[src/rtl/bcd_countdown_timer.sv]
// bcd_countdown_timer: mm:ss BCD timer core with button sync/debounce,
// selectable count direction, exact tick prescaler and a DONE flash output.

// Button conditioner: two-flop synchroniser, stability debounce, and a
// one-cycle press pulse on the accepted released->pressed (1->0) edge.
module bcd_timer_debounce #(
  parameter int DEBOUNCE_CYC = 500_000
) (
  input  logic CLOCK_50,
  input  logic reset_btn,
  input  logic btn_raw,
  output logic press
);
  localparam int CW = $clog2(DEBOUNCE_CYC + 1);
  localparam logic [CW-1:0] CNT_LAST = CW'(DEBOUNCE_CYC - 1);

  logic          sync1_r;
  logic          sync2_r;
  logic          level_r;
  logic          level_d_r;
  logic [CW-1:0] cnt_r;

  // Synchronise the raw pin and accept a new level only after it is stable long enough.
  always_ff @(posedge CLOCK_50 or negedge reset_btn) begin
    if (!reset_btn) begin
      sync1_r   <= 1'b1;
      sync2_r   <= 1'b1;
      level_r   <= 1'b1;
      level_d_r <= 1'b1;
      cnt_r     <= {CW{1'b0}};
    end else begin
      sync1_r   <= btn_raw;
      sync2_r   <= sync1_r;
      level_d_r <= level_r;
      if (sync2_r != level_r) begin
        if (cnt_r == CNT_LAST) begin
          level_r <= sync2_r;
          cnt_r   <= {CW{1'b0}};
        end else begin
          cnt_r <= cnt_r + CW'(1);
        end
      end else begin
        cnt_r <= {CW{1'b0}};
      end
    end
  end

  assign press = level_d_r & ~level_r;
endmodule

module bcd_countdown_timer #(
  parameter int CLK_HZ       = 50_000_000,
  parameter int TICK_HZ      = 1,
  parameter int FLASH_HZ     = 2,
  parameter int DEBOUNCE_CYC = 500_000
) (
  input  logic        CLOCK_50,
  input  logic        reset_btn,
  input  logic        set_btn,
  input  logic        run_btn,
  input  logic        count_up,
  input  logic [7:0]  sw,
  output logic [15:0] digits,
  output logic [2:0]  state,
  output logic        done,
  output logic [9:0]  led_flash
);
  localparam int TICK_DIV  = CLK_HZ / TICK_HZ;
  localparam int FLASH_DIV = CLK_HZ / (2 * FLASH_HZ);
  localparam int PW = $clog2(TICK_DIV + 1);
  localparam int FW = $clog2(FLASH_DIV + 1);
  localparam logic [PW-1:0] PRESC_LAST = PW'(TICK_DIV - 1);
  localparam logic [FW-1:0] FLASH_LAST = FW'(FLASH_DIV - 1);

  typedef enum logic [2:0] {
    ST_IDLE    = 3'd0,
    ST_SET_SEC = 3'd1,
    ST_SET_MIN = 3'd2,
    ST_RUN     = 3'd3,
    ST_PAUSE   = 3'd4,
    ST_DONE    = 3'd5
  } state_t;

  state_t        state_r, state_nxt_s;
  logic [15:0]   digits_r, digits_nxt_s;
  logic [15:0]   target_r, target_nxt_s;
  logic          mode_r, mode_nxt_s;
  logic [PW-1:0] presc_r, presc_nxt_s;
  logic [FW-1:0] flash_cnt_r;
  logic          flash_r;
  logic          done_r;
  logic          set_ev_s, run_ev_s, run_only_s;
  logic [15:0]   set_val_s, step_val_s, end_val_s;

  // Out-of-range switch digits read as zero so the display never holds non-BCD.
  function automatic logic [3:0] clamp_digit(input logic [3:0] d, input logic [3:0] max);
    if (d > max) begin
      return 4'd0;
    end else begin
      return d;
    end
  endfunction

  // One-second BCD decrement with borrow chain; 00:00 stays 00:00.
  function automatic logic [15:0] bcd_dec(input logic [15:0] v);
    logic [3:0] m1, m0, s1, s0;
    {m1, m0, s1, s0} = v;
    if (v == 16'h0000) begin
      return 16'h0000;
    end
    if (s0 != 4'd0) begin
      s0 = s0 - 4'd1;
    end else begin
      s0 = 4'd9;
      if (s1 != 4'd0) begin
        s1 = s1 - 4'd1;
      end else begin
        s1 = 4'd5;
        if (m0 != 4'd0) begin
          m0 = m0 - 4'd1;
        end else begin
          m0 = 4'd9;
          m1 = m1 - 4'd1;
        end
      end
    end
    return {m1, m0, s1, s0};
  endfunction

  // One-second BCD increment with carry chain; saturates at 99:59.
  function automatic logic [15:0] bcd_inc(input logic [15:0] v);
    logic [3:0] m1, m0, s1, s0;
    {m1, m0, s1, s0} = v;
    if (v == 16'h9959) begin
      return 16'h9959;
    end
    if (s0 != 4'd9) begin
      s0 = s0 + 4'd1;
    end else begin
      s0 = 4'd0;
      if (s1 != 4'd5) begin
        s1 = s1 + 4'd1;
      end else begin
        s1 = 4'd0;
        if (m0 != 4'd9) begin
          m0 = m0 + 4'd1;
        end else begin
          m0 = 4'd0;
          m1 = m1 + 4'd1;
        end
      end
    end
    return {m1, m0, s1, s0};
  endfunction

  bcd_timer_debounce #(.DEBOUNCE_CYC(DEBOUNCE_CYC)) u_set_db (
    .CLOCK_50 (CLOCK_50),
    .reset_btn(reset_btn),
    .btn_raw  (set_btn),
    .press    (set_ev_s)
  );

  bcd_timer_debounce #(.DEBOUNCE_CYC(DEBOUNCE_CYC)) u_run_db (
    .CLOCK_50 (CLOCK_50),
    .reset_btn(reset_btn),
    .btn_raw  (run_btn),
    .press    (run_ev_s)
  );

  // Set has priority: a run press landing together with a set press is dropped.
  assign run_only_s = run_ev_s & ~set_ev_s;
  assign step_val_s = mode_r ? bcd_inc(digits_r) : bcd_dec(digits_r);
  assign end_val_s  = mode_r ? target_r : 16'h0000;

  // Next-state, digit, target, mode and prescaler logic.
  always_comb begin
    state_nxt_s  = state_r;
    digits_nxt_s = digits_r;
    target_nxt_s = target_r;
    mode_nxt_s   = mode_r;
    presc_nxt_s  = presc_r;
    set_val_s    = {clamp_digit(sw[7:4], 4'd9), clamp_digit(sw[3:0], 4'd9), digits_r[7:0]};
    case (state_r)
      ST_IDLE: begin
        if (set_ev_s) begin
          state_nxt_s = ST_SET_SEC;
        end else begin
          state_nxt_s = ST_IDLE;
        end
      end
      ST_SET_SEC: begin
        digits_nxt_s = {digits_r[15:8], clamp_digit(sw[7:4], 4'd5), clamp_digit(sw[3:0], 4'd9)};
        if (set_ev_s) begin
          state_nxt_s = ST_SET_MIN;
        end else begin
          state_nxt_s = ST_SET_SEC;
        end
      end
      ST_SET_MIN: begin
        digits_nxt_s = set_val_s;
        if (run_only_s) begin
          state_nxt_s = ST_RUN;
          mode_nxt_s  = count_up;
          presc_nxt_s = {PW{1'b0}};
          if (count_up) begin
            target_nxt_s = (set_val_s == 16'h0000) ? 16'h9959 : set_val_s;
            digits_nxt_s = 16'h0000;
          end else begin
            target_nxt_s = target_r;
          end
        end else begin
          state_nxt_s = ST_SET_MIN;
        end
      end
      ST_RUN: begin
        if (run_only_s) begin
          state_nxt_s = ST_PAUSE;
        end else if (digits_r == end_val_s) begin
          // Already at the end value on entry: finish without spending a tick.
          state_nxt_s = ST_DONE;
        end else if (presc_r == PRESC_LAST) begin
          presc_nxt_s  = {PW{1'b0}};
          digits_nxt_s = step_val_s;
          if (step_val_s == end_val_s) begin
            state_nxt_s = ST_DONE;
          end else begin
            state_nxt_s = ST_RUN;
          end
        end else begin
          presc_nxt_s = presc_r + PW'(1);
        end
      end
      ST_PAUSE: begin
        if (set_ev_s) begin
          state_nxt_s = ST_SET_SEC;
        end else if (run_ev_s) begin
          state_nxt_s = ST_RUN;
        end else begin
          state_nxt_s = ST_PAUSE;
        end
      end
      ST_DONE: begin
        if (set_ev_s) begin
          state_nxt_s  = ST_IDLE;
          digits_nxt_s = 16'h0000;
        end else begin
          state_nxt_s = ST_DONE;
        end
      end
      default: begin
        state_nxt_s  = ST_IDLE;
        digits_nxt_s = 16'h0000;
      end
    endcase
  end

  // Main state, digit and prescaler registers.
  always_ff @(posedge CLOCK_50 or negedge reset_btn) begin
    if (!reset_btn) begin
      state_r  <= ST_IDLE;
      digits_r <= 16'h0000;
      target_r <= 16'h0000;
      mode_r   <= 1'b0;
      presc_r  <= {PW{1'b0}};
      done_r   <= 1'b0;
    end else begin
      state_r  <= state_nxt_s;
      digits_r <= digits_nxt_s;
      target_r <= target_nxt_s;
      mode_r   <= mode_nxt_s;
      presc_r  <= presc_nxt_s;
      done_r   <= (state_nxt_s == ST_DONE);
    end
  end

  // Flash phase runs only while staying in DONE and restarts from 0 on every entry.
  always_ff @(posedge CLOCK_50 or negedge reset_btn) begin
    if (!reset_btn) begin
      flash_cnt_r <= {FW{1'b0}};
      flash_r     <= 1'b0;
    end else if (state_r == ST_DONE && state_nxt_s == ST_DONE) begin
      if (flash_cnt_r == FLASH_LAST) begin
        flash_cnt_r <= {FW{1'b0}};
        flash_r     <= ~flash_r;
      end else begin
        flash_cnt_r <= flash_cnt_r + FW'(1);
      end
    end else begin
      flash_cnt_r <= {FW{1'b0}};
      flash_r     <= 1'b0;
    end
  end

  assign digits    = digits_r;
  assign state     = state_r;
  assign done      = done_r;
  assign led_flash = {10{flash_r}};
endmodule

[config.mk]
export PLATFORM = sky130hd
export DESIGN_NAME = bcd_countdown_timer
export DESIGN_NICKNAME = d
export VERILOG_FILES = /design/src/rtl/bcd_countdown_timer.sv
export SDC_FILE = /design/constraint.sdc
export NUM_CORES = 1
export LEC_CHECK = 0
export CAP_MARGIN = 5
export CORE_MARGIN = 10
export CORE_UTILIZATION = 45
export DETAILED_ROUTE_END_ITERATION = 12
export PLACE_DENSITY = 0.66
export SYNTH_ARGS = -nofsm -noshare
export SYNTH_HDL_FRONTEND = slang
export SYNTH_HIERARCHICAL = 1
export SYNTH_SLANG_ARGS = --single-unit
export TNS_END_PERCENT = 20
[constraint.sdc]
create_clock -name CLOCK_50 -period 4.4 [get_ports CLOCK_50]
set_clock_uncertainty 0.2 [all_clocks]
set_input_delay 0.88 -clock CLOCK_50 [delete_from_list [all_inputs] [get_ports CLOCK_50]]
set_output_delay 0.88 -clock CLOCK_50 [all_outputs]
set_load 0.005 [all_outputs]
# After elaboration in Yosys (flattened, before gate mapping)
# Cells that the tools add are included.
# word_totals
reg_bits	134
inputBits	13
wordCells	145
# op_classes
n_addsub	12
n_lt_le_gt_ge	3
n_eq_ne	25
mux	61
bitwise	9
n_reduce_logical	16
# ops
operator	count
2-to-1 mux 16 bit	13
2-to-1 mux 26 bit	4
2-to-1 mux 4 bit	21
case mux 16 bit (5 select lines)	1
2-to-1 mux 19 bit	4
case mux 26 bit (2 select lines)	1
2-to-1 mux 24 bit	2
adder 19 x 1 -> 19 bit (second input constant)	2
== test 19 bit (second input constant)	2
== test 16 bit	2
zero test 16 bit	2
adder 26 x 1 -> 26 bit (second input constant)	1
== test 26 bit (second input constant)	1
adder 24 x 1 -> 24 bit (second input constant)	1
== test 24 bit (second input constant)	1
2-to-1 mux 3 bit	7
case mux 3 bit (6 select lines)	1
adder 4 x 1 -> 4 bit (second input constant)	4
== test 16 bit (second input constant)	1
subtractor 4 x 1 -> 4 bit (second input constant)	4
!= test 2 bit (second input constant)	6
nonzero test 4 bit	3
== test 3 bit (second input constant)	3
> comparator 4 bit (second input constant)	2
other kinds (20)	37

# Logic depth before layout (Yosys ltp)
# Gate-level depths: netlist (run 1).
# logic_depth
depth_word	15
depth_mapped	12

# Hierarchy
# Netlist (run 1), hierarchy kept.
# by_module_without_submodules
mod	n_inst	cells_per_inst	area_per_inst_um2
bcd_countdown_timer	1	805	6547.5
bcd_timer_debounce	2	107	1116.1

# Least setup slack after synthesis (run 1)
# OpenSTA, ideal clock, no wires.
# synth_timing
kind	register -> register
start	reg digits_r[0] (netlist: digits[0])
end	reg done_r (netlist: done)
setup_time_ps	76
arrival_ps	2986
required_ps	4124
setup_slack_ps	1137
stages_incl_launch_ff	12
path_buffers	1
period_less_slack_ps	3263
cell_sequence	dfrtp_1 > buf_2 > inv_1 > ha_1 > or3b_1 > or4_1 > a211oi_1 > a21oi_2 > xnor2_1 > o22a_1 > o41a_1 > o21ai_1
# synth_via
elab_chain_len	11
word_cells_on_any_way	27
classes_between	add/sub (2); eq/ne (5); mux (18); reduce/logical (2)
# synth_lines
item	line	source
start: declaration	85	logic [15:0] digits_r, digits_nxt_s;
start signal: assignment	268	digits_r <= digits_nxt_s;
subtractor 4 x 1 -> 4 bit, or another cell as far along	112	s0 = s0 - 4'd1;
2-to-1 mux 4 bit, or another cell as far along	111	if (s0 != 4'd0) begin
2-to-1 mux 16 bit (on tied branches)	111, 137	
2-to-1 mux 16 bit	172	assign step_val_s = mode_r ? bcd_inc(digits_r) : bcd_dec(digits_r);
== test 16 bit	224	if (step_val_s == end_val_s) begin
2-to-1 mux 3 bit	224	
2-to-1 mux 3 bit	221	end else if (presc_r == PRESC_LAST) begin
2-to-1 mux 3 bit (*)	218	end else if (digits_r == end_val_s) begin
2-to-1 mux 3 bit (*)	216	if (run_only_s) begin
case mux 3 bit (6 select lines) (*)	183	case (state_r)
== test 3 bit (*)	272	done_r <= (state_nxt_s == ST_DONE);
end signal: assignment	272	
end: declaration	91	logic done_r;
# Every way passes the cells marked *; elsewhere a longest branch is shown, timed or not.
# A chain may end at the register's enable or synchronous reset.

# Worst setup path after layout (run 1)
# Ends and elaborated chain as after synthesis.

==> impl_results.md, run 1 <==
* Row count at 51
* Max_slew headroom at 0.312
* Core Box Area at 0.0193 mm^2
* Count of warnings emitted by yosys at 6
* Reported leakage power at 3.84 nW
* Largest vdd supply drop at 0.000321 V
* Delay contributed by the slowest stage of the critical path at 0.56 ns
* DR vias at 7776
* Number of synthesized flops with an enable pin at 0
* Drt drc at 0
* Die footprint at 0.0255 mm^2
* Via density per instance at around 6.0
* Antenna Nets Post-Route at 0
* Vias in the first global route at 7296
* Quantity of I/O buffers inserted on ports at 42
* Maximum clock rate at roughly 0.27 GHz
* Number of failing setup endpoints in the final timing report at 0
* Portion of the post-synthesis area used by sequential elements at 0.383
* Worst Setup End Kind: flop
* Worst-case clock buffer depth at 2
* Endpoints failing hold at 0
* Synth area leaders: dfrtp_1 (36%), nor2_1 (5.1%), xnor2_1 (4.6%), o21ai_0 (4.2%), nand2_1 (3.0%)
* Effective utilization at floorplan at 0.454
* Final setup TNS at 0 ns
* HPWL after DPL at 16500 um
* Result of the run: completed
* Tightest Pin Transition at 1.03 ns
* Ratio of cells with drive above 1 in the final layout at 0.0846
* Critical path startpoint category: flop
* Min cycle time layout at 3.76 ns
* Clock network power share at 0.522
* Net count reported at finish at about 1100
* Global route overflow at 0
* Max-cap violations at 0
* Internal power at 2.07 mW
* Clock transition at path regs at 0.07 ns
* Maximum number of pins on one net before global-route repair at 91
* Top-area cell type share of the netlist area at 0.359
* Part of the power in combinational logic at 0.025
* Setup repair after global routing missed its margin: false
* Tcrit/Tclk final at 0.854
* CP delay by family, top: compound AO/OA/AOI/OAI gates
* Number of synthesized register bits at 134
* Library cell used as clock root buffer: clkbuf_16
* WS Path Type: reg -> reg
* Skew-Pair Late Insertion Delay at 0.43 ns
* Crit path buffers/inverters at 1
* Resized cells post-CTS at 0
* Antenna diode count at 0
* Die span in x at approximately 160 um
* Total power per unit cell area at 278 mW/mm^2
* Post-CTS setup-driven buffer insertion count at 0
* Num Clock Sinks at 134
* Final weighted congestion of routability-driven global placement at approximately 0.95
* Detailed Route WL at 24000 um
* HP Class: reg -> reg
* Count of distinct cell types in the synthesized netlist at 81
* Slowest CP cell: or3b_1
* CTS H-Tree Depth at 4
* Slew Viols, Final at 0
* Global-route total usage across every layer at 0.184
* Proportion of power drawn by flip-flops and latches at 0.453
* Final cell count without fillers at 1305
* TritonCTS clock tree: done
* Utilization after layout at 0.513
* Area of the mapped netlist at 0.00878 mm^2
* Synthesized netlist cell count at ~1000
* Number of antenna violations at the first check in global routing at 0
* Maximum net fanout on the critical path at 12
* Async set or reset register ratio after synthesis at 1.00
* Worst Path Required at 4.55 ns
* Dominant register cell in the synthesized netlist: dfrtp_1
* Total cell area at the placement stage at 0.00933 mm^2
* Number of buffers added by the clock tree synthesis step at 17
* Die Y at approximately 160 um
* Placed Cells incl. Taps at 1273
* First-pass GRT wire length at a little under 40000 um
* Total nets after synthesis at 1043
* Count of hold-fix buffers inserted at cts at 0
* Pre-antenna DRT Iters at 5
* Switching portion of total power at 0.250
* Synthesis-to-layout area growth at 12.9%
* NetSw at slightly below 0.7 mW
* Routed length per placed instance at 18.4 um
* Arrival time reported for the critical path endpoint at 3.91 ns
* Starting DRC count in detailed routing at 582
* Worst-path cell chain: inv_1, ha_1, or3b_1, or4_1, a211oi_1, a21oi_2, xnor2_1, o22a_1, o41a_1, o21ai_1
* Post-synth top area cell: dfrtp_1
* Avg Cell Area, Syn at 8.62 um^2
* I/O pin count at 43
* Design area at 0.00991 mm^2
[final timing paths]
| check | startpoint | end | slack, ns | depth (start not counted) |
|---|---|---|---|---|
| min reg2reg | u_set_db/sync1_r | u_set_db/sync2_r | 0.16 | 0 |
| min in group asynchronous | reset_btn | presc_r[10] | 0.29 | 1 |
| max reg2reg | digits[0] | done | 0.64 | 10 |
| min | u_set_db/sync1_r | u_set_db/sync2_r | 0.16 | 0 |
| max | digits[0] | done | 0.64 | 10 |
| max in group asynchronous | reset_btn | flash_cnt_r[8] | 2.80 | 2 |
[through the flow]
stage / hold WS, ns / total power, mW / setup slack (ns)
6_report: 0.160 / 2.76 / 0.642
5_1_grt: 0.166 / 2.84 / 0.449
4_1_cts: 0.161 / 2.78 / 0.643
3_5_place_dp: 0.151 / 1.34 / 0.677
3_3_place_gp: 0.152 / 1.34 / 0.765
2_1_floorplan: 0.145 / 1.29 / 1.14
[kinds of logic (layout without fill, tap and decap cells)]
| kind of cell | count (synthesis) | after routing | share of synthesized area |
|---|---|---|---|
| XOR/XNOR | 72 | 72 | 0.0718 |
| AND/OR/NAND/NOR | 431 | 431 | 0.267 |
| flip-flops | 134 | 134 | 0.383 |
| multiplexers | 15 | 15 | 0.0181 |
| AO/OA/AOI/OAI | 253 | 253 | 0.191 |
| buffers and inverters | 103 | 124 | 0.0536 |
| adder cells (fa/ha/maj) | 11 | 11 | 0.0157 |
[layer usage]
layer,up-vias,routed length (um),part of all wire,global-route usage
met2,256,11000,0.46,0.289
met5,-,0,0,0
met1,3734,10800,0.45,0.247
li1,3730,-,-,-
met3,56,1480,0.061,0.0337
met4,0,758,0.032,0.0737
[registers in the layout, indices dropped and copies added, names as in the netlist, 3 cells and up]
register,count
u_run_db/cnt_r,19
digits,16
target_r,16
presc_r,26
state,3
flash_cnt_r,24
u_set_db/cnt_r,19
[final cells by class]
cell class / count / area [um^2]
clock inverter: 15 / 163
timing repair buffer: 61 / 564
fill: 1819 / 9420
sequential: 134 / 3360
inverter: 31 / 116
clock buffer: 17 / 425
tap: 265 / 332
multi-input combinational: 782 / 4950
[worst reg2reg max path: stages, from the launching register on]
cell and delay, ns:
dfrtp_1 0.52, inv_1 0.23, ha_1 0.30, or3b_1 0.56, or4_1 0.55, a211oi_1 0.36
a21oi_2 0.08, xnor2_1 0.16, o22a_1 0.20, o41a_1 0.39, o21ai_1 0.13
[synthesized netlist by cell type (12+ instances only)]
library cell and count:
dfrtp_1 126, nor2_1 120, o21ai_0 73, nand2_1 70, nand3_1 49, a21oi_1 48
xnor2_1 46, clkbuf_1 37, inv_1 31, nand4_1 27, nor3_1 26, xor2_1 26
nand2b_1 20, buf_2 19, o31ai_1 18, and3_1 17, nor4_1 17, buf_4 14
a31oi_1 13, o22ai_1 12
[power by group through the flow]
stage,registers [mW],clock network (mW),logic (mW)
2_1_floorplan,1.27,0,0.0262
3_3_place_gp,1.27,0,0.0709
3_5_place_dp,1.27,0,0.0717
4_1_cts,1.25,1.46,0.0723
5_1_grt,1.25,1.51,0.0799
6_report,1.25,1.44,0.0702
[cells in the final DEF, fill, tap and decap left out, types with 11 or more instances in the layout]
master and count:
o21ai_0 73, and3_1 17, nand2_1 70, nor3_1 26
nor2_1 120, nand3_1 49, ha_1 11, clkbuf_16 17
clkdlybuf4s50_1 41, inv_1 31, xnor2_1 46, mux2i_1 11
nor4_1 17, buf_4 19, dfrtp_1 125, xor2_1 26
nand3b_1 11, nand4_1 27, a31oi_1 13, nand2b_1 20
o31ai_1 18, nor2b_1 11, a21oi_1 47, o22ai_1 12
No activity file was read; power rests on OpenSTA's default activity.
==> run 2, diff against run 1 <==
==> constraint.sdc (replaced) <==
create_clock -name CLOCK_50 -period 4.2 [get_ports CLOCK_50]
set_clock_uncertainty 0.2 [all_clocks]
set_input_delay 0.84 -clock CLOCK_50 [delete_from_list [all_inputs] [get_ports CLOCK_50]]
set_output_delay 0.84 -clock CLOCK_50 [all_outputs]
set_load 0.005 [all_outputs]
==> run 2 against run 1 <==
Net effect:
- total power rose by 4.7%
- clock power up 4%
- utilization is 0.30 points higher
- cell area grew 0.59%
- non-clock buffer count increased by 4
- sequential power rose by 5%
- combinational power is 3.7% higher
- via count shrank 0.58%
- wire length down 0.53%
- flip-flop and latch count unchanged
- first-iteration DRC count increased by 10%
==> impl_results.md, run 2 (synthesis gave the netlist of run 1 again) <==
* Endpoints failing hold at 0
* Min cycle time layout at 3.65 ns
* Reported leakage power at 3.86 nW
* Crit path buffers/inverters at 2
* Skew-Pair Late Insertion Delay at 0.42 ns
* Row count at 51
* Result of the run: completed
* Pre-antenna DRT Iters at 5
* CTS H-Tree Depth at 4
* Num Clock Sinks at 134
* Clock transition at path regs at approximately 0.06 ns
* Flip-flop count of the largest register, all copies and words added at 26
* Quantity of I/O buffers inserted on ports at 42
* HP Class: reg -> reg
* Worst-case clock buffer depth at 2
* Max-cap violations at 0
* Worst Setup End Kind: flop
* Synthesis-to-layout area growth at 13.6%
* Commonest cells after routing, fill and taps aside: dfrtp_1 (125), nor2_1 (120), o21ai_0 (73), nand2_1 (70), nand3_1 (49)
* Post-CTS setup-driven buffer insertion count at 0
* Number of antenna violations at the first check in global routing at 0
* Worst r2r src: digits[0]
* Number of failing setup endpoints in the final timing report at 0
* Ratio of cells with drive above 1 in the final layout at 0.0881
* Slew Viols, Final at 0
* Routed length per placed instance at 18.3 um
* Maximum net fanout on the critical path at 11
* Worst Path Required at 4.34 ns
* First-pass GRT wire length at between 30000 and 40000 um
* Die Y at 160 um
* Drt drc at 0
* Max_slew headroom at 0.247
* WS Path Type: reg -> reg
* HPWL after DPL at about 17000 um
* Design area at 0.00997 mm^2
* Beginning of the critical path: digits[0]
* Effective utilization at floorplan at 0.454
* I/O pin count at 43
* Count of hold-fix buffers inserted at cts at 0
* Starting DRC count in detailed routing at between 600 and 700
* Largest register by flop count: presc_r
* Most common cell after layout, fill and taps aside: dfrtp_1
* Global-route total usage across every layer at 0.187
* Die span in x at 160 um
* Arrival time reported for the critical path endpoint at 3.80 ns
* Critical path startpoint category: flop
* Core Box Area at 0.0193 mm^2
* Largest vdd supply drop at 0.000326 V
* Die footprint at 0.0255 mm^2
* Detailed Route WL at 23900 um
* Worst-path cell chain: inv_1, ha_1, or3b_1, buf_4, o31a_1, a311oi_1, a311oi_1, nor2_1, nand4_1, o41a_1, o21ai_1
* Startpoint of the most critical hold path: u_set_db/sync1_r
* Setup repair after global routing missed its margin: false
* Total power per unit cell area at 289 mW/mm^2
* Setup Slack @ Placement at about 0.70 ns
* Maximum clock rate at around 0.27 GHz
* Global route overflow at 0
* Antenna diode count at 0
* Tightest Pin Transition at 1.12 ns
* Total cell area at the placement stage at about 0.0094 mm^2
* Final setup TNS at 0 ns
* Library cell used as clock root buffer: clkbuf_16
* DR vias at 7731
* Net count reported at finish at 1055
* Delay contributed by the slowest stage of the critical path at 0.54 ns
* Maximum number of pins on one net before global-route repair at 85
* Tcrit/Tclk final at 0.870
* Vias in the first global route at 7278
* CP delay by family, top: compound AO/OA/AOI/OAI gates
* Dominant cell type by count on the critical path: a311oi_1
* Resized cells post-CTS at 0
* Slowest CP cell: dfrtp_1
* Top flop regs: presc_r (26), flash_cnt_r (24)
* Antenna Nets Post-Route at 0
* PnR worst setup slack at 0.546 ns
* Final weighted congestion of routability-driven global placement at 1.01
* Via density per instance at 5.91
* Number of buffers added by the clock tree synthesis step at 17
* TritonCTS clock tree: done
run 2: cell count changes in the layout (fill, tap and decap cells not counted), sizes merged:
cell      change
buf           +4
bufinv        +1
clkinvlp      +3
inv           -8
clkbuf        +4
run 2: path summary, 6_finish.rpt:
check,endpoint,slack [ns],cells after the start
worst max register to register,done,0.55,11
worst min register to register,u_set_db/sync2_r,0.16,0
max in group asynchronous,u_set_db/sync2_r,2.71,2
min in group asynchronous,presc_r[11],0.29,1
worst max-delay path,done,0.55,11
worst min-delay path,u_set_db/sync2_r,0.16,0
run 2: layer usage:
metal  wire, um  track usage  vias to the layer above  share of wire
li1           -            -                     3743              -
met1      10900        0.248                     3689           0.46
met2      11000        0.288                      257           0.46
met3       1520       0.0524                       42          0.063
met4        505       0.0640                        0          0.021
met5          0            0                        -              0
run 2: report_power, final:
part	total (mW)	internal [mW]	switching, mW
Combinational	0.0728	0.0227	0.0501
Sequential	1.31	1.30	0.00771
Clock	1.50	0.935	0.568
run 2: worst reg2reg max path, delay by kind of cell, from the launching register on:
family	cells	cell delay, ns
AO/OA/AOI/OAI	5	1.33
adder cells (fa/ha/maj)	1	0.35
buffers and inverters	2	0.43
flip-flops	1	0.54
AND/OR/NAND/NOR	3	0.72
run 2: stage by stage:
step / std cells / util / total power, mW / hold WS (ns)
6_report: 1309 / 0.516 / 2.88 / 0.159
5_1_grt: 1309 / 0.516 / 3.00 / 0.166
4_1_cts: 1309 / 0.516 / 2.92 / 0.161
3_5_place_dp: 1277 / 0.485 / 1.41 / 0.152
3_3_place_gp: 1277 / 0.485 / 1.40 / 0.151
2_1_floorplan: 1019 / - / 1.35 / 0.145
run 2: area by class of cell:
type | count | area, um^2
clock inverters | 11 | 124
inverters | 31 | 116
clock buffers | 21 | 480
fillers | 1816 | 9360
flip-flops and latches | 134 | 3360
multi-input cells | 782 | 4950
repair buffers | 65 | 607
well taps | 265 | 332
==> run 3, diff against run 2 <==
--- a/config.mk
+++ b/config.mk
@@ -6,9 +6,11 @@
 export NUM_CORES = 1
 export LEC_CHECK = 0
 export CAP_MARGIN = 5
+export CORE_ASPECT_RATIO = 0.6
 export CORE_MARGIN = 10
 export CORE_UTILIZATION = 45
 export DETAILED_ROUTE_END_ITERATION = 12
+export MAX_ROUTING_LAYER = met4
 export PLACE_DENSITY = 0.66
 export SYNTH_ARGS = -nofsm -noshare
 export SYNTH_HDL_FRONTEND = slang
==> run 3 against run 2 <==
Net effect:
- cell count is 0.61% higher
- maximum frequency is 4.8% lower
- largest cell class unchanged
- register-to-register slack got worse by 0.18 ns
==> impl_results.md, run 3 (synthesis gave the netlist of run 1 again) <==
* Endpoints failing hold at 0
* Die span in x at 200 um
* Post-route total power at 2.76 mW
* Top flop regs: presc_r (26), flash_cnt_r (24)
* Worst Setup End Kind: flop
* Number of antenna violations at the first check in global routing at 0
* HPWL after DPL at 19100 um
* Die footprint at 0.0257 mm^2
* Worst Path Required at 4.36 ns
* Total power per unit cell area at 277 mW/mm^2
* Antenna Nets Post-Route at 0
* Largest register by flop count: presc_r
* Quantity of I/O buffers inserted on ports at 42
* Effective utilization at floorplan at 0.460
* Count of hold-fix buffers inserted at cts at 0
* Drt drc at 0
* Endpoint of the worst hold path: u_set_db/sync2_r
* Vias in the first global route at 7050
* Utilization after layout at 0.523
* Antenna diode count at 0
* Post-CTS setup-driven buffer insertion count at 0
* Startpoint of the most critical hold path: u_set_db/sync1_r
* Ratio of cells with drive above 1 in the final layout at 0.0932
* Critical path startpoint category: flop
* First-pass GRT wire length at 41400 um
* DR vias at around 8000
* Resized cells post-CTS at 0
* Delay contributed by the slowest stage of the critical path at 0.55 ns
* Via density per instance at 6.10
* Pre-antenna DRT Iters at 7
* Slew Viols, Final at 0
* Worst-case clock buffer depth at 2
* Tightest Pin Transition at 1.14 ns
* Core Box Area at 0.0191 mm^2
* Maximum clock rate at 0.261 GHz
* Synthesis-to-layout area growth at 13.7%
* Result of the run: completed
* Starting DRC count in detailed routing at slightly below 1000
* Die Y at 128 um
* Skew-Pair Late Insertion Delay at approximately 0.43 ns
* Slack of the worst reg-to-reg path at about 0.36 ns
* Final setup TNS at 0 ns
* Reported leakage power at 3.87 nW
* Max_slew headroom at 0.238
* Routed length per placed instance at between 20 and 25 um
* Num Clock Sinks at around 130
* Maximum net fanout on the critical path at 11
* Clock transition at path regs at 0.06 ns
* I/O pin count at 43
* Detailed Route WL at 26500 um
* Largest vdd supply drop at 0.000281 V
* Commonest cells after routing, fill and taps aside: dfrtp_1 (125), nor2_1 (120), o21ai_0 (73), nand2_1 (70), nand3_1 (49)
* Critical register-to-register path endpoint: done
* Most common cell after layout, fill and taps aside: dfrtp_1
* Tcrit/Tclk final at 0.914
* Worst reg2reg path depth at 11
* Max-cap violations at 0
* Global-route total usage across every layer at 0.209
* Design area at 0.00998 mm^2
* Flip-flop count of the largest register, all copies and words added at 26
* Worst r2r src: digits[0]
* Setup repair after global routing missed its margin: false
* Slowest CP cell: a311oi_1
* Worst hold path depth at 0
* Total cell area at the placement stage at between 0.009 and 0.01 mm^2
* Net count reported at finish at 1062
* CTS H-Tree Depth at 4
* HP Class: reg -> reg
* Arrival time reported for the critical path endpoint at 4.00 ns
* Final weighted congestion of routability-driven global placement at 1.04
* Number of buffers added by the clock tree synthesis step at 17
* TritonCTS clock tree: done
* Worst-path cell chain: inv_1, ha_1, or3b_1, buf_4, o31a_1, a311oi_1, a311oi_1, nor2_1, nand4_1, o41a_1, o21ai_1
* Maximum number of pins on one net before global-route repair at 85
* Global route overflow at 0
* Min cycle time layout at 3.84 ns
* Number of failing setup endpoints in the final timing report at 0
* Library cell used as clock root buffer: clkbuf_16
* Dominant cell type by count on the critical path: a311oi_1
* Beginning of the critical path: digits[0]
* WS Path Type: reg -> reg
* Row count at 39
-- run 3: cell count changes in the layout (fill, tap and decap cells not counted), sizes merged --
cell      delta
clkinvlp     +2
buf          +7
bufinv       -2
-- run 3: layout make-up --
class / instances / area (um^2)
fillers: 1765 / 9090
multi-input cells: 782 / 4950
flip-flops and latches: 134 / 3360
repair buffers: 72 / 672
clock buffers: 21 / 470
well taps: 266 / 333
inverters: 31 / 116
clock inverters: 11 / 78.8
-- run 3: per-stage QoR --
| step | hold WS [ns] | setup WS, ns | instances |
|---|---|---|---|
| CTS | 0.156 | 0.536 | 1317 |
| floorplan | 0.145 | 0.937 | 1019 |
| global placement | 0.146 | 0.586 | 1285 |
| global route | 0.161 | 0.246 | 1317 |
| detailed placement | 0.147 | 0.570 | 1285 |
| finish | 0.155 | 0.362 | 1317 |
-- run 3: worst max-delay path by stage --
stage | slack (ns) | endpoint | cells after the start
floorplan | 0.94 | done | 11
global placement | 0.59 | done | 11
detailed placement | 0.57 | done | 11
CTS | 0.54 | done | 11
global route | 0.25 | done | 11
finish | 0.36 | done | 11
-- run 3: critical path, delay by kind of cell (launching register included) --
kind / cells / cell delay [ns]
compound gates: 5 / 1.47
simple gates: 3 / 0.78
flops: 1 / 0.52
buf+inv: 2 / 0.45
fa+ha+maj: 1 / 0.35
-- run 3: power breakdown --
group	leakage (nW)	internal, mW	total, mW	switching, mW
clock	0.257	0.799	1.38	0.578
combinational	1.79	0.0228	0.0767	0.0539
sequential	1.82	1.30	1.31	0.00848
total	3.87	2.12	2.76	0.640
-- run 3: routing by layer --
| layer | up-vias | wire length, um | track usage |
|---|---|---|---|
| met3 | 30 | 3270 | 0.0828 |
| met5 | - | 0 | - |
| li1 | 3761 | - | - |
| met4 | 0 | 264 | 0.0461 |
| met2 | 377 | 9770 | 0.248 |
| met1 | 3871 | 13200 | 0.312 |
